<file path="src/rtl/dump_pkg.sv">
// Shared definitions for the post-halt memory dump engine.
// Holds the FSM state encoding, the halt instruction encodings (also used by
// the core's decoder) and the default pipeline-drain length.
package dump_pkg;

  localparam int unsigned INSTR_W = 16;

  // Halt is opcode 11100 with an all-zero or all-one operand field.
  localparam logic [INSTR_W-1:0] HALT_A = 16'hE000;
  localparam logic [INSTR_W-1:0] HALT_B = 16'hE7FF;

  localparam int unsigned DEF_DRAIN_CYCLES = 10;

  typedef enum logic [2:0] {
    ST_RUN   = 3'd0,
    ST_DRAIN = 3'd1,
    ST_READ  = 3'd2,
    ST_WAIT  = 3'd3,
    ST_OUT   = 3'd4,
    ST_DONE  = 3'd5
  } dump_state_t;

  // True when a fetched word matches either halt encoding.
  function automatic logic is_halt(input logic [INSTR_W-1:0] word,
                                   input logic [INSTR_W-1:0] enc_a,
                                   input logic [INSTR_W-1:0] enc_b);
    return (word == enc_a) || (word == enc_b);
  endfunction

endpackage

</file>
<file path="src/rtl/halt_dump_unit.sv">
// Post-halt memory dump engine.
// Detects a halt instruction, waits for the pipeline to drain, then reads a
// latched address window from data memory and streams the words (optionally
// only the non-zero ones) out on a valid/ready port.
//
// Ports:
//   clk, reset            clock (rising edge), async active-low reset
//   instr, instr_valid    instruction in decode and its valid qualifier
//   win_lo, win_hi        inclusive dump window, sampled on halt detection
//   halt                  sticky; core freezes fetch while high
//   mem_req, mem_addr     data-memory read strobe and address
//   mem_rdata             read data, valid the cycle after mem_req
//   dump_valid/_addr/_data/_last, dump_ready   output stream
//   done                  sticky; dump complete
module halt_dump_unit
  import dump_pkg::*;
#(
  parameter int unsigned          ADDR_W       = 16,
  parameter int unsigned          DATA_W       = 16,
  parameter int unsigned          DRAIN_CYCLES = dump_pkg::DEF_DRAIN_CYCLES,
  parameter logic [INSTR_W-1:0]   HALT_A       = dump_pkg::HALT_A,
  parameter logic [INSTR_W-1:0]   HALT_B       = dump_pkg::HALT_B,
  parameter bit                   SKIP_ZERO    = 1'b1
) (
  input  logic               clk,
  input  logic               reset,
  input  logic [INSTR_W-1:0] instr,
  input  logic               instr_valid,
  input  logic [ADDR_W-1:0]  win_lo,
  input  logic [ADDR_W-1:0]  win_hi,
  output logic               halt,
  output logic               mem_req,
  output logic [ADDR_W-1:0]  mem_addr,
  input  logic [DATA_W-1:0]  mem_rdata,
  output logic               dump_valid,
  output logic [ADDR_W-1:0]  dump_addr,
  output logic [DATA_W-1:0]  dump_data,
  output logic               dump_last,
  input  logic               dump_ready,
  output logic               done
);

  localparam int unsigned CNT_W = (DRAIN_CYCLES < 2) ? 1 : $clog2(DRAIN_CYCLES + 1);

  // Reset synchroniser: assertion is immediate, release is aligned to clk.
  logic [1:0] rst_sync;
  logic       rst_n;

  always_ff @(posedge clk or negedge reset) begin
    if (!reset) begin
      rst_sync <= 2'b00;
    end else begin
      rst_sync <= {rst_sync[0], 1'b1};
    end
  end

  assign rst_n = rst_sync[1];

  dump_state_t       state, state_nxt;
  logic [CNT_W-1:0]  cnt, cnt_nxt;
  logic [ADDR_W-1:0] addr, addr_nxt;
  logic [ADDR_W-1:0] lo, lo_nxt;
  logic [ADDR_W-1:0] hi, hi_nxt;
  logic [DATA_W-1:0] hold_nxt;

  logic              halt_nxt;
  logic              done_nxt;
  logic              mem_req_nxt;
  logic [ADDR_W-1:0] mem_addr_nxt;
  logic              dump_valid_nxt;
  logic [ADDR_W-1:0] dump_addr_nxt;
  logic [DATA_W-1:0] dump_data_nxt;
  logic              dump_last_nxt;

  // State and datapath registers; outputs are registered from next-state values.
  always_ff @(posedge clk or negedge rst_n) begin
    if (!rst_n) begin
      state      <= ST_RUN;
      cnt        <= '0;
      addr       <= '0;
      lo         <= '0;
      hi         <= '0;
      halt       <= 1'b0;
      done       <= 1'b0;
      mem_req    <= 1'b0;
      mem_addr   <= '0;
      dump_valid <= 1'b0;
      dump_addr  <= '0;
      dump_data  <= '0;
      dump_last  <= 1'b0;
    end else begin
      state      <= state_nxt;
      cnt        <= cnt_nxt;
      addr       <= addr_nxt;
      lo         <= lo_nxt;
      hi         <= hi_nxt;
      halt       <= halt_nxt;
      done       <= done_nxt;
      mem_req    <= mem_req_nxt;
      mem_addr   <= mem_addr_nxt;
      dump_valid <= dump_valid_nxt;
      dump_addr  <= dump_addr_nxt;
      dump_data  <= dump_data_nxt;
      dump_last  <= dump_last_nxt;
    end
  end

  // Next-state and next-output logic.
  always_comb begin
    state_nxt = state;
    cnt_nxt   = cnt;
    addr_nxt  = addr;
    lo_nxt    = lo;
    hi_nxt    = hi;
    // dump_data doubles as the holding register for the word being offered.
    hold_nxt  = dump_data;

    unique case (state)
      ST_RUN: begin
        if (instr_valid && is_halt(instr, HALT_A, HALT_B)) begin
          state_nxt = ST_DRAIN;
          lo_nxt    = win_lo;
          hi_nxt    = win_hi;
          cnt_nxt   = CNT_W'(DRAIN_CYCLES);
        end
      end

      ST_DRAIN: begin
        // Leaving on the count of 1 gives exactly DRAIN_CYCLES cycles here.
        if (cnt <= CNT_W'(1)) begin
          cnt_nxt   = '0;
          addr_nxt  = lo;
          state_nxt = (lo <= hi) ? ST_READ : ST_DONE;
        end else begin
          cnt_nxt = cnt - CNT_W'(1);
        end
      end

      ST_READ: begin
        state_nxt = ST_WAIT;
      end

      ST_WAIT: begin
        hold_nxt = mem_rdata;
        if (SKIP_ZERO && (mem_rdata == '0)) begin
          if (addr == hi) begin
            state_nxt = ST_DONE;
          end else begin
            addr_nxt  = addr + ADDR_W'(1);
            state_nxt = ST_READ;
          end
        end else begin
          state_nxt = ST_OUT;
        end
      end

      ST_OUT: begin
        // End test precedes the increment so a window ending at the top
        // address never wraps.
        if (dump_valid && dump_ready) begin
          if (addr == hi) begin
            state_nxt = ST_DONE;
          end else begin
            addr_nxt  = addr + ADDR_W'(1);
            state_nxt = ST_READ;
          end
        end
      end

      ST_DONE: begin
        state_nxt = ST_DONE;
      end

      default: begin
        state_nxt = ST_RUN;
      end
    endcase

    halt_nxt       = (state_nxt != ST_RUN);
    done_nxt       = (state_nxt == ST_DONE);
    mem_req_nxt    = (state_nxt == ST_READ);
    mem_addr_nxt   = mem_req_nxt ? addr_nxt : '0;
    dump_valid_nxt = (state_nxt == ST_OUT);
    dump_addr_nxt  = dump_valid_nxt ? addr_nxt : '0;
    dump_data_nxt  = dump_valid_nxt ? hold_nxt : '0;
    dump_last_nxt  = dump_valid_nxt && (addr_nxt == hi_nxt);
  end

endmodule
</file>
<file path="config.mk">
export PLATFORM = sky130hd
export DESIGN_NAME = halt_dump_unit
export DESIGN_NICKNAME = d
export VERILOG_FILES = /design/src/rtl/dump_pkg.sv /design/src/rtl/halt_dump_unit.sv
export SDC_FILE = /design/constraint.sdc
export NUM_CORES = 1
export LEC_CHECK = 0
export ABC_AREA = 1
export ABC_CLOCK_PERIOD_IN_PS = 10700
export CORE_UTILIZATION = 40
export DETAILED_ROUTE_END_ITERATION = 6
export GPL_TIMING_DRIVEN = 0
export PLACE_DENSITY = 0.62
export SETUP_SLACK_MARGIN = 0.2
export SLEW_MARGIN = 20
export SYNTH_ARGS = -nofsm -noshare
export SYNTH_HDL_FRONTEND = slang
export SYNTH_SLANG_ARGS = --single-unit
export TNS_END_PERCENT = 20
</file>
<file path="constraint.sdc">
create_clock -name clk -period 10.7 [get_ports clk]
set_clock_uncertainty 0.1 [all_clocks]
set_input_delay 2.675 -clock clk [delete_from_list [all_inputs] [get_ports clk]]
set_output_delay 2.675 -clock clk [all_outputs]
set_load 0.05 [all_outputs]
</file>
# --- After elaboration in Yosys (flattened, before gate mapping) ---
# Cells that the tools add are included.
op_classes:
  mux: 21
  reduce_logical: 10
  addsub: 2
  magnitude_cmp: 2
  n_eq_ne: 14
op_table:
  columns: ["cell", "n"]
  rows:
  - ["$mux 16", 10]
  - ["$pmux 16 s3", 1]
  - ["$eq 16x16->1", 2]
  - ["$eq 16x16->1 const B", 2]
  - ["$mux 3", 6]
  - ["$pmux 3 s6", 1]
  - ["$add 16x1->16 const B", 1]
  - ["$le 16x16->1", 1]
  - ["$logic_not 16->1", 1]
  - ["$eq 3x3->1 const B", 4]
  - ["$eq 3x2->1 const B", 3]
  - ["$mux 4", 2]
  - ["$pmux 4 s2", 1]
  - ["$le 4x1->1 const B", 1]
  - ["$reduce_and 2->1", 2]
  - ["$sub 4x1->4 const B", 1]
  - ["$eq 3x1->1 const B", 1]
  - ["$logic_and 1x1->1", 3]
  - ["$logic_not 3->1", 1]
  - ["$reduce_bool 3->1", 1]
  - ["$ne 2x1->1 const B", 1]
  - ["$ne 2x2->1 const B", 1]
  - ["$reduce_bool 2->1", 1]
  - ["$logic_or 1x1->1", 1]
word_totals:
  out_inout_bits: 53
  register_bits: 110
  wordCells: 63
  in_bits: 68

# --- Depth between registers and ports, before layout ---
# Gate-level depths: netlist of the first run.
logic_depth:
  depth_word: 7
  mapped_depth: 20
  depth_no_buf: 19

# --- Worst setup path before layout of the first run ---
# OpenSTA, ideal clock, no wires.
synth_timing:
  path_type: "input to register"
  start: "input instr[4]"
  end: "register dump_last"
  required_time_ns: 10.529
  path_buffers: 1
  path_slack_ns: 6.468
  setup_ns: 0.071
  arrival_ns: 4.061
  stages: 16
  cell_sequence: "nor2_1 nand4_1 o21ai_0 nand3_1 inv_2 buf_2 nand2_1 nand2_1 inv_1 nand2_1 nand2_1 nor2_1 nand2_1 nor2_1 nand2_1 nor2_1"
synth_via:
  elab_chain_cells: 7
  elab_cells_between_ends: 11
  cone_classes: "eq/ne: 4; mux: 4; reduce/logical: 3"
synth_rtl:
  columns: ["element", "line", "rtl"]
  rows:
  - ["start, declared", "halt_dump_unit.sv:27", "input logic [INSTR_W-1:0] instr,"]
  - ["$eq 16x16->1", "dump_pkg.sv:27", "return (word == enc_a) || (word == enc_b);"]
  - ["$logic_or 1x1->1 *", "dump_pkg.sv:27", null]
  - ["$logic_and 1x1->1 *", "halt_dump_unit.sv:120", "if (instr_valid && is_halt(instr, HALT_A, HALT_B)) begin"]
  - ["$mux 16 *", "halt_dump_unit.sv:120", null]
  - ["$mux 16 *", "halt_dump_unit.sv:118", "unique case (state)"]
  - ["named net hi_nxt[2]", "halt_dump_unit.sv:63", "logic [ADDR_W-1:0] hi, hi_nxt;"]
  - ["$eq 16x16->1 *", "halt_dump_unit.sv:186", "dump_last_nxt = dump_valid_nxt && (addr_nxt == hi_nxt);"]
  - ["$logic_and 1x1->1 *", "halt_dump_unit.sv:186", null]
  - ["named net dump_last_nxt", "halt_dump_unit.sv:73", "logic dump_last_nxt;"]
  - ["end signal, assigned", "halt_dump_unit.sv:104", "dump_last <= dump_last_nxt;"]
  - ["end, declared", "halt_dump_unit.sv:38", "output logic dump_last,"]
# Mark *: on every way through the listed nets, which the timed path passes. The rest lies on a longest branch.
# A chain may end at the register's enable or synchronous reset.

# --- Final worst setup path of the first run ---
layout_timing:
  start: "input instr[2]"
  end: "register dump_last"
# The elaborated chain is that of the path after synthesis.

==> results by group, run 1 <==
Power and ir drop
  – Peak VDD IR: 0.000104 V
  – PwrDens: ~170 nW/um^2
  – LEAKAGE: 3.84 nW
  – Total chip power: approximately 1.3 mW

Global route
  – Largest net degree at the start of global routing: between 50 and 60
  – First-pass GRT wire length: between 20 and 30 mm
  – Vias in the first global route: between 5k and 6k
  – Total GRT Usage: 23.2%
  – Remaining Overflow, GRT: 0
  – Initial antenna violation count: 0

Logic synthesis
  – Xor and xnor area share after synthesis: less than 1%
  – Sequential-to-total area share from yosys stat: 45.8%
  – Syn avg cell area: 7.43 sq um
  – Yosys reg bits: 110
  – Yosys Warn Count: 0
  – Simple-gate share of the synthesized area: approximately a third
  – Mux contribution to synthesized area: 0%
  – Syn Nets: 896
  – Main combinational cell family by area after synthesis: simple AND/OR/NAND/NOR gates
  – Yosys cell types: 37
  – Synthesized netlist cell count: a little over 800
  – Post-synthesis compound-gate area fraction: under 10%
  – Synth Area in Adders: 3.95%
  – Netlist Area Pre-Place: roughly 6000 sq um

Timing
  – Fmax: around 200 MHz
  – Period Utilization, post-route: a little under half
  – Worst Slack Setup Final: 5.58 ns
  – Max-slew violation count: 0
  – Worst-margin pin slew: 0.585 ns
  – Minimum clock period: 5.12 ns
  – Final-report setup violation count: 0
  – Unrepaired setup endpoints after global routing: no
  – Min Hold Slack: 0.157 ns
  – Worst slew margin: around three fifths
  – Setup total negative slack: 0 ns
  – Final hold vios: 0

Die
  – Die width: between 100 and 150 um
  – Total core area: about 15000 sq um
  – Rows: 44
  – Chip Height: roughly 120 um
  – Die area: around 16000 sq um
  – I/O pin total: 121
  – Starting Density: 41.2%

Place
  – Post-placement cell count: 1115
  – Gpl congestion: 0.892
  – DP Worst Slack: ~5.2 ns
  – PortBufs: 120
  – Placed cell areas: 7500 sq um
  – Detailed Place HPWL: 12.9 mm

Route
  – Via/cell ratio: slightly below 5
  – DR DRC count: 0
  – Vias: 5490
  – Drt first-iter violations: 298
  – Wire per inst: 14.6 um
  – Routed WL: 16.5 mm
  – 1st-pass router iterations: 5
  – Antenna-violating nets left: 0

CTS
  – Clock transition at path regs: roughly 0.080 ns
  – Clk_lat worst skew: around 0.36 ns
  – Max Buffers Root-to-Sink: 2
  – Gates resized, CTS repair: 0
  – Cts bufs inserted: 9
  – # clock sinks: 110
  – Post-CTS setup buffers: 0
  – Root Driver: clkbuf_16
  – H-tree depth: 3
  – Hold Buf Count CTS: 0
  – CTS tree: built

Layout
  – Antenna diode count: 0
  – Fin util: between 50 and 60%
  – Final nets: 1029
  – Post-route cell area: 7790 sq um
  – Fraction of layout cells with a size suffix above 1: 7.92%
  – Non-Filler Instances: 1131
  – Area Growth Syn to Fin: 29.5%

Setup path
  – Critical path's largest stage delay: 0.50 ns
  – WS Path Type: input port to flop
  – Reg2reg start: state[1]$_DFF_PN0_
  – R2r worst-path depth: 16
  – Crit Path Max Fanout: 10
  – R2r setup slk: 7.94 ns
  – Crit path capture type: flop
  – Worst-path cell chain: clkdlybuf4s50_1 > inv_1 > nor3_1 > nand4_1 > nand2_1 > nand3_1 > inv_2 > buf_2 > nand2_1 > nand2_1 > inv_1 > nand2_1 > nand2_1 > nor2_1 > nand2_1 > nor2_1 > nand2_1 > nor2_1
  – Worst R2R End: dump_last$_DFF_PN0_
  – Most frequent CP cell: nand2_1
  – Crit path launch type: input port
  – Worst Path Arrival: 5.32 ns
  – Slowest cell on the critical path: clkdlybuf4s50_1
  – Critical Path RT: 10.89 ns

Worst hold path
  – Worst hold path type: flop to asynchronous set/reset pin

Status
  – Status: finished, final reports clean

Run
  – Total of max-cap violations: 0
==> layer usage <==
layer | up-vias | wire length, um | part of all wire (%) | global-route usage, %
li1 | 2785 | - | - | -
met1 | 2510 | 7220 | 44 | 29.0
met2 | 170 | 7900 | 48 | 39.3
met3 | 25 | 1020 | 6.2 | 5.03
met4 | 0 | 386 | 2.3 | 8.36
met5 | - | 0 | 0 | 0
==> layout by cell type, fill, tap and decap left out, types with 2 or more instances in the layout <==
| master | netlist | final |
|---|---|---|
| buf_2 | 5 | 5 |
| nand3_1 | 46 | 46 |
| o21ai_1 | 4 | 4 |
| a32o_1 | 14 | 14 |
| buf_6 | 3 | 3 |
| nand2_4 | 3 | 3 |
| nor2_1 | 78 | 78 |
| clkinv_1 | 4 | 4 |
| nor3_1 | 11 | 11 |
| nand2_1 | 293 | 293 |
| nand2_2 | 13 | 13 |
| clkbuf_1 | 6 | 6 |
| buf_1 | 2 | 2 |
| inv_1 | 102 | 102 |
| clkinv_4 | 0 | 2 |
| nand4_1 | 11 | 11 |
| o21a_1 | 3 | 3 |
| inv_6 | 0 | 2 |
| nand3b_1 | 5 | 5 |
| nand3_2 | 4 | 4 |
| o22ai_1 | 3 | 3 |
| nor2_2 | 4 | 4 |
| a21oi_1 | 15 | 15 |
| ha_1 | 19 | 19 |
| clkbuf_16 | 0 | 9 |
| clkdlybuf4s50_1 | 0 | 120 |
| inv_2 | 17 | 17 |
| nor2_4 | 3 | 3 |
| o21ai_0 | 20 | 20 |
| dfrtp_1 | 110 | 109 |
==> worst max-delay path, delay by kind of cell <==
kind | cells | cell delay (ns)
buffers and inverters | 5 | 1.24
and+or+nand+nor | 13 | 1.39
==> cells by family (layout without fill, tap and decap cells) <==
group / count (synthesis) / after routing
compound gates: 62 / 62
xor+xnor: 2 / 2
fa+ha+maj: 19 / 19
buf+inv: 140 / 278
flops: 110 / 110
other cells: 1 / 1
simple gates: 475 / 475
==> worst max path at each step <==
stage / startpoint / endpoint / slack [ns] / cells after the start
after floorplan: instr[4] / dump_last$_DFF_PN0_ / 6.47 / 16
after detailed placement: instr[2] / dump_last$_DFF_PN0_ / 5.18 / 18
after CTS: instr[2] / dump_last$_DFF_PN0_ / 5.56 / 18
after global placement: instr[2] / dump_last$_DFF_PN0_ / 5.17 / 18
final: instr[2] / dump_last$_DFF_PN0_ / 5.58 / 18
after global routing: instr[2] / dump_last$_DFF_PN0_ / 5.27 / 18
==> layout make-up <==
| class | instances | area, sq um |
|---|---|---|
| fill | 1405 | 6800 |
| sequential | 110 | 2760 |
| multi-input combinational | 559 | 2700 |
| timing repair buffer | 122 | 1250 |
| inverter | 123 | 462 |
| tap | 184 | 230 |
| clock buffer | 9 | 225 |
| buffer | 17 | 96.3 |
| clock inverter | 7 | 67.6 |
==> cell usage after synthesis <==
library cell	n	area share, %
buf_2	5	0.42
nand2_1	293	18
and3_1	1	0.10
ha_1	19	4.0
nand3_1	46	3.8
o21ai_0	20	1.7
inv_1	102	6.4
nor2_2	4	0.42
buf_6	3	0.56
o22ai_1	3	0.31
clkbuf_1	6	0.37
dfrtp_1	110	46
xor2_1	1	0.15
nand4_1	11	1.1
nand3_4	1	0.29
nand3b_1	5	0.62
a221oi_1	1	0.15
xnor2_1	1	0.15
o21ai_1	4	0.33
a21oi_1	15	1.2
buf_4	1	0.12
and2_1	1	0.10
a32o_1	14	2.3
o211ai_2	1	0.21
inv_2	17	1.1
nor2_4	3	0.56
nand3_2	4	0.67
o21a_1	3	0.37
o21bai_1	1	0.12
nor2_1	78	4.9
clkinv_1	4	0.25
nand2_4	3	0.56
conb_1	1	0.062
nand2_2	13	1.4
nor3_2	1	0.17
nor3_1	11	0.92
buf_1	2	0.12
==> sequential cells by signal, indices dropped and copies added, names as in the netlist <==
register	flops
addr	16
cnt	4
done	1
dump_addr	16
dump_data	16
dump_last	1
dump_valid	1
halt	1
hi	16
lo	16
mem_addr	16
mem_req	1
rst_sync	2
state	3
==> power breakdown <==
| group | leakage [nW] | internal (mW) | total (mW) | switching (mW) |
|---|---|---|---|---|
| registers | 1.46 | 0.462 | 0.503 | 0.0407 |
| logic | 2.24 | 0.162 | 0.462 | 0.300 |
| clock network | 0.145 | 0.164 | 0.331 | 0.167 |
Note: power is estimated with default switching activity, not from simulation.
==> inputs of run 2 (changes only) <==
--- a/config.mk
+++ b/config.mk
@@ -6,11 +6,11 @@
 export NUM_CORES = 1
 export LEC_CHECK = 0
 export ABC_AREA = 1
-export ABC_CLOCK_PERIOD_IN_PS = 10700
+export ABC_CLOCK_PERIOD_IN_PS = 4200
 export CORE_UTILIZATION = 40
 export DETAILED_ROUTE_END_ITERATION = 6
 export GPL_TIMING_DRIVEN = 0
-export PLACE_DENSITY = 0.62
+export PLACE_DENSITY = 0.64
 export SETUP_SLACK_MARGIN = 0.2
 export SLEW_MARGIN = 20
 export SYNTH_ARGS = -nofsm -noshare
==> constraint.sdc (replaced) <==
create_clock -name clk -period 4.2 [get_ports clk]
set_clock_uncertainty 0.1 [all_clocks]
set_input_delay 1.05 -clock clk [delete_from_list [all_inputs] [get_ports clk]]
set_output_delay 1.05 -clock clk [all_outputs]
set_load 0.05 [all_outputs]
==> run 2 against run 1 <==
Compared with the run above: hold slack improved by 0.020 ns; clock-buffer cell count unchanged; sequential share of layout area down 0.20 points; worst setup slack got worse by 4.9 ns; sequential power grew to 2.5 times the previous value; design area up 0.56%; sequential cell count unchanged.
==> results by group, run 2 (same netlist as run 1, synthesis figures left out) <==
Status
  – Status: finished, final reports clean

Power and ir drop
  – Sequential share of power: 37.4% (-1.4 points)
  – Total chip power: 3.43 mW (+160%)
  – Combinational power share: 34.3% (-1.3 points)
  – PwrDens: 438 nW/um^2 (+160%)
  – Int Power: 2.13 mW (+170%)
  – Clock power share: 28.3% (+2.7 points)
  – P_sw: 1.30 mW (+160%)
  – Sw frac: 37.9% (-1.3 points)
  – Peak VDD IR: 0.000210 V (+100%)
  – LEAKAGE: 3.86 nW (+0.54%)

Setup path
  – Crit Path Max Fanout: 10 (unchanged)
  – Reg2reg start: state[1]$_DFF_PN0_
  – Worst Path Arrival: 3.74 ns (-1.58 ns)
  – Crit path capture type: flop
  – Crit path launch type: input port
  – Setup crit end: dump_last$_DFF_PN0_
  – R2r worst-path depth: 16 (unchanged)
  – Critical Path RT: 4.40 ns (-6.49 ns)
  – R2r setup slk: 1.43 ns (-6.51 ns)
  – Worst R2R End: dump_last$_DFF_PN0_
  – WS Path Type: input port to flop
  – Crit path from: instr[2]

CTS
  – CTS tree: built
  – # clock sinks: 110 (unchanged)
  – Gates resized, CTS repair: 0 (unchanged)
  – Clock transition at path regs: 0.08 ns (about the same)
  – Cts bufs inserted: 9 (unchanged)
  – Hold Buf Count CTS: 0 (unchanged)
  – Clk_lat worst skew: 0.36 ns (about the same)
  – Max Buffers Root-to-Sink: 2 (unchanged)
  – Post-CTS setup buffers: 0 (unchanged)
  – H-tree depth: 3 (unchanged)
  – Root Driver: clkbuf_16

Die
  – Die area: 15500 sq um (unchanged)
  – I/O pin total: 121 (unchanged)
  – Die width: 125 um (unchanged)
  – Total core area: 14600 sq um (unchanged)
  – Starting Density: 41.2% (unchanged)
  – Rows: 44 (unchanged)
  – Chip Height: 125 um (unchanged)

Timing
  – Worst-margin pin slew: 0.637 ns (+0.0521 ns)
  – Final-report setup violation count: 0 (unchanged)
  – Worst slew margin: 57.5% (-3.5 points)
  – Unrepaired setup endpoints after global routing: no
  – Min Hold Slack: 0.176 ns (+0.0197 ns)
  – Max-slew violation count: 0 (unchanged)
  – Fmax: 282 MHz
  – Minimum clock period: 3.54 ns
  – Period Utilization, post-route: 84.3%
  – Final hold vios: 0 (unchanged)

Place
  – Gpl congestion: 0.880 (-1.3%)
  – Detailed Place HPWL: 12.9 mm (about the same)
  – Placed cell areas: 7500 sq um (unchanged)
  – PortBufs: 120 (unchanged)

Global route
  – First-pass GRT wire length: 27.1 mm (-4.0%)
  – Vias in the first global route: 5349 (-4.8%)
  – Remaining Overflow, GRT: 0 (unchanged)
  – Total GRT Usage: 22.5% (-0.72 points)
  – Largest net degree at the start of global routing: 47 (-15%)
  – Initial antenna violation count: 0 (unchanged)

Layout
  – Fraction of layout cells with a size suffix above 1: 7.92% (unchanged)
  – Fillers: 1352 (-3.8%)
  – Area taken by multi-input logic gates: 2700 sq um (unchanged)
  – Final nets: 1029 (unchanged)
  – Register Area: 2760 sq um (unchanged)
  – Commonest non-fill, non-tap cell in the layout: nand2_1
  – Area Growth Syn to Fin: 30.3%
  – Most frequent cells in the layout: nand2_1 (293), clkdlybuf4s50_1 (120), dfrtp_1 (109), inv_1 (102), nor2_1 (78)
  – Antenna diode count: 0 (unchanged)
  – Post-route cell area: 7830 sq um (+0.56%)

Run
  – Total of max-cap violations: 0 (unchanged)

Route
  – Routed WL: 16.6 mm (+0.75%)
  – 1st-pass router iterations: 5 (unchanged)
  – Drt first-iter violations: 333 (+12%)
  – Antenna-violating nets left: 0 (unchanged)
  – DR DRC count: 0 (unchanged)
  – Wire per inst: 14.7 um (+0.75%)
  – Vias: 5550 (+1.1%)
  – Via/cell ratio: 4.91 (+1.1%)

Worst hold path
  – Worst hold path type: flop to asynchronous set/reset pin
run 2: changes by cell type in the layout (fill, tap and decap cells not counted), sizes merged:
cell and delta:
bufinv +2, inv +1, clkinv -3
run 2: metrics by stage:
stage / setup WS, ns / setup TNS (ns) / utilization (%) / cells
6_report: 0.659 / 0 / 53.7 / 1131
5_1_grt: 0.418 / 0 / 53.7 / 1131
4_1_cts: 0.640 / 0 / 53.7 / 1131
3_5_place_dp: 0.257 / 0 / 51.4 / 1115
3_3_place_gp: -0.502 / -53.43 / 51.0 / 1113
2_1_floorplan: 0.809 / 0 / - / 809
run 2: worst max-delay path, cell delays in order:
cell,delay (ns)
clkdlybuf4s50_1,0.51
inv_1,0.07
nor3_1,0.17
nand4_1,0.10
nand2_1,0.07
nand3_1,0.32
inv_2,0.34
buf_2,0.28
nand2_1,0.13
nand2_1,0.12
inv_1,0.05
nand2_1,0.05
nand2_1,0.05
nor2_1,0.08
nand2_1,0.07
nor2_1,0.08
nand2_1,0.07
nor2_1,0.10
run 2: worst min path at each step:
stage	from	to	slack, ns	cells past startpoint
after floorplan	rst_sync[0]$_DFF_PN0_	rst_sync[1]$_DFF_PN0_	0.23	0
after global placement	rst_sync[0]$_DFF_PN0_	rst_sync[1]$_DFF_PN0_	0.23	0
after detailed placement	rst_sync[1]$_DFF_PN0_	mem_addr[15]$_DFF_PN0_	0.19	0
after CTS	rst_sync[1]$_DFF_PN0_	mem_addr[15]$_DFF_PN0_	0.20	0
after global routing	rst_sync[1]$_DFF_PN0_	mem_addr[15]$_DFF_PN0_	0.23	0
final	rst_sync[1]$_DFF_PN0_	mem_addr[15]$_DFF_PN0_	0.18	0
run 2: cell type report:
cell class / instances / share of cell area (%)
clock buffer: 9 / 2.88
timing repair buffer: 122 / 15.9
sequential: 110 / 35.2
multi-input combinational: 559 / 34.5
clock inverter: 7 / 1.42
tap: 184 / 2.94
buffer: 17 / 1.23
inverter: 123 / 5.89
run 2: power by group through the flow:
| stage | Sequential (mW) | Combinational, mW | Clock [mW] |
|---|---|---|---|
| after floorplan | 1.41 | 0.686 | 0 |
| after global placement | 1.31 | 1.14 | 0 |
| after detailed placement | 1.30 | 1.18 | 0 |
| after CTS | 1.28 | 1.18 | 0.989 |
| after global routing | 1.30 | 1.31 | 1.03 |
| final | 1.28 | 1.18 | 0.971 |
run 2: layer usage:
metal  wire length [um]  vias to the layer above  global-route usage (%)
met5                  0                        -                       0
met4                429                        0                    8.72
met3                852                       27                    3.01
met2               7780                      167                    37.4
met1               7580                     2567                    29.6
li1                   -                     2789                       -
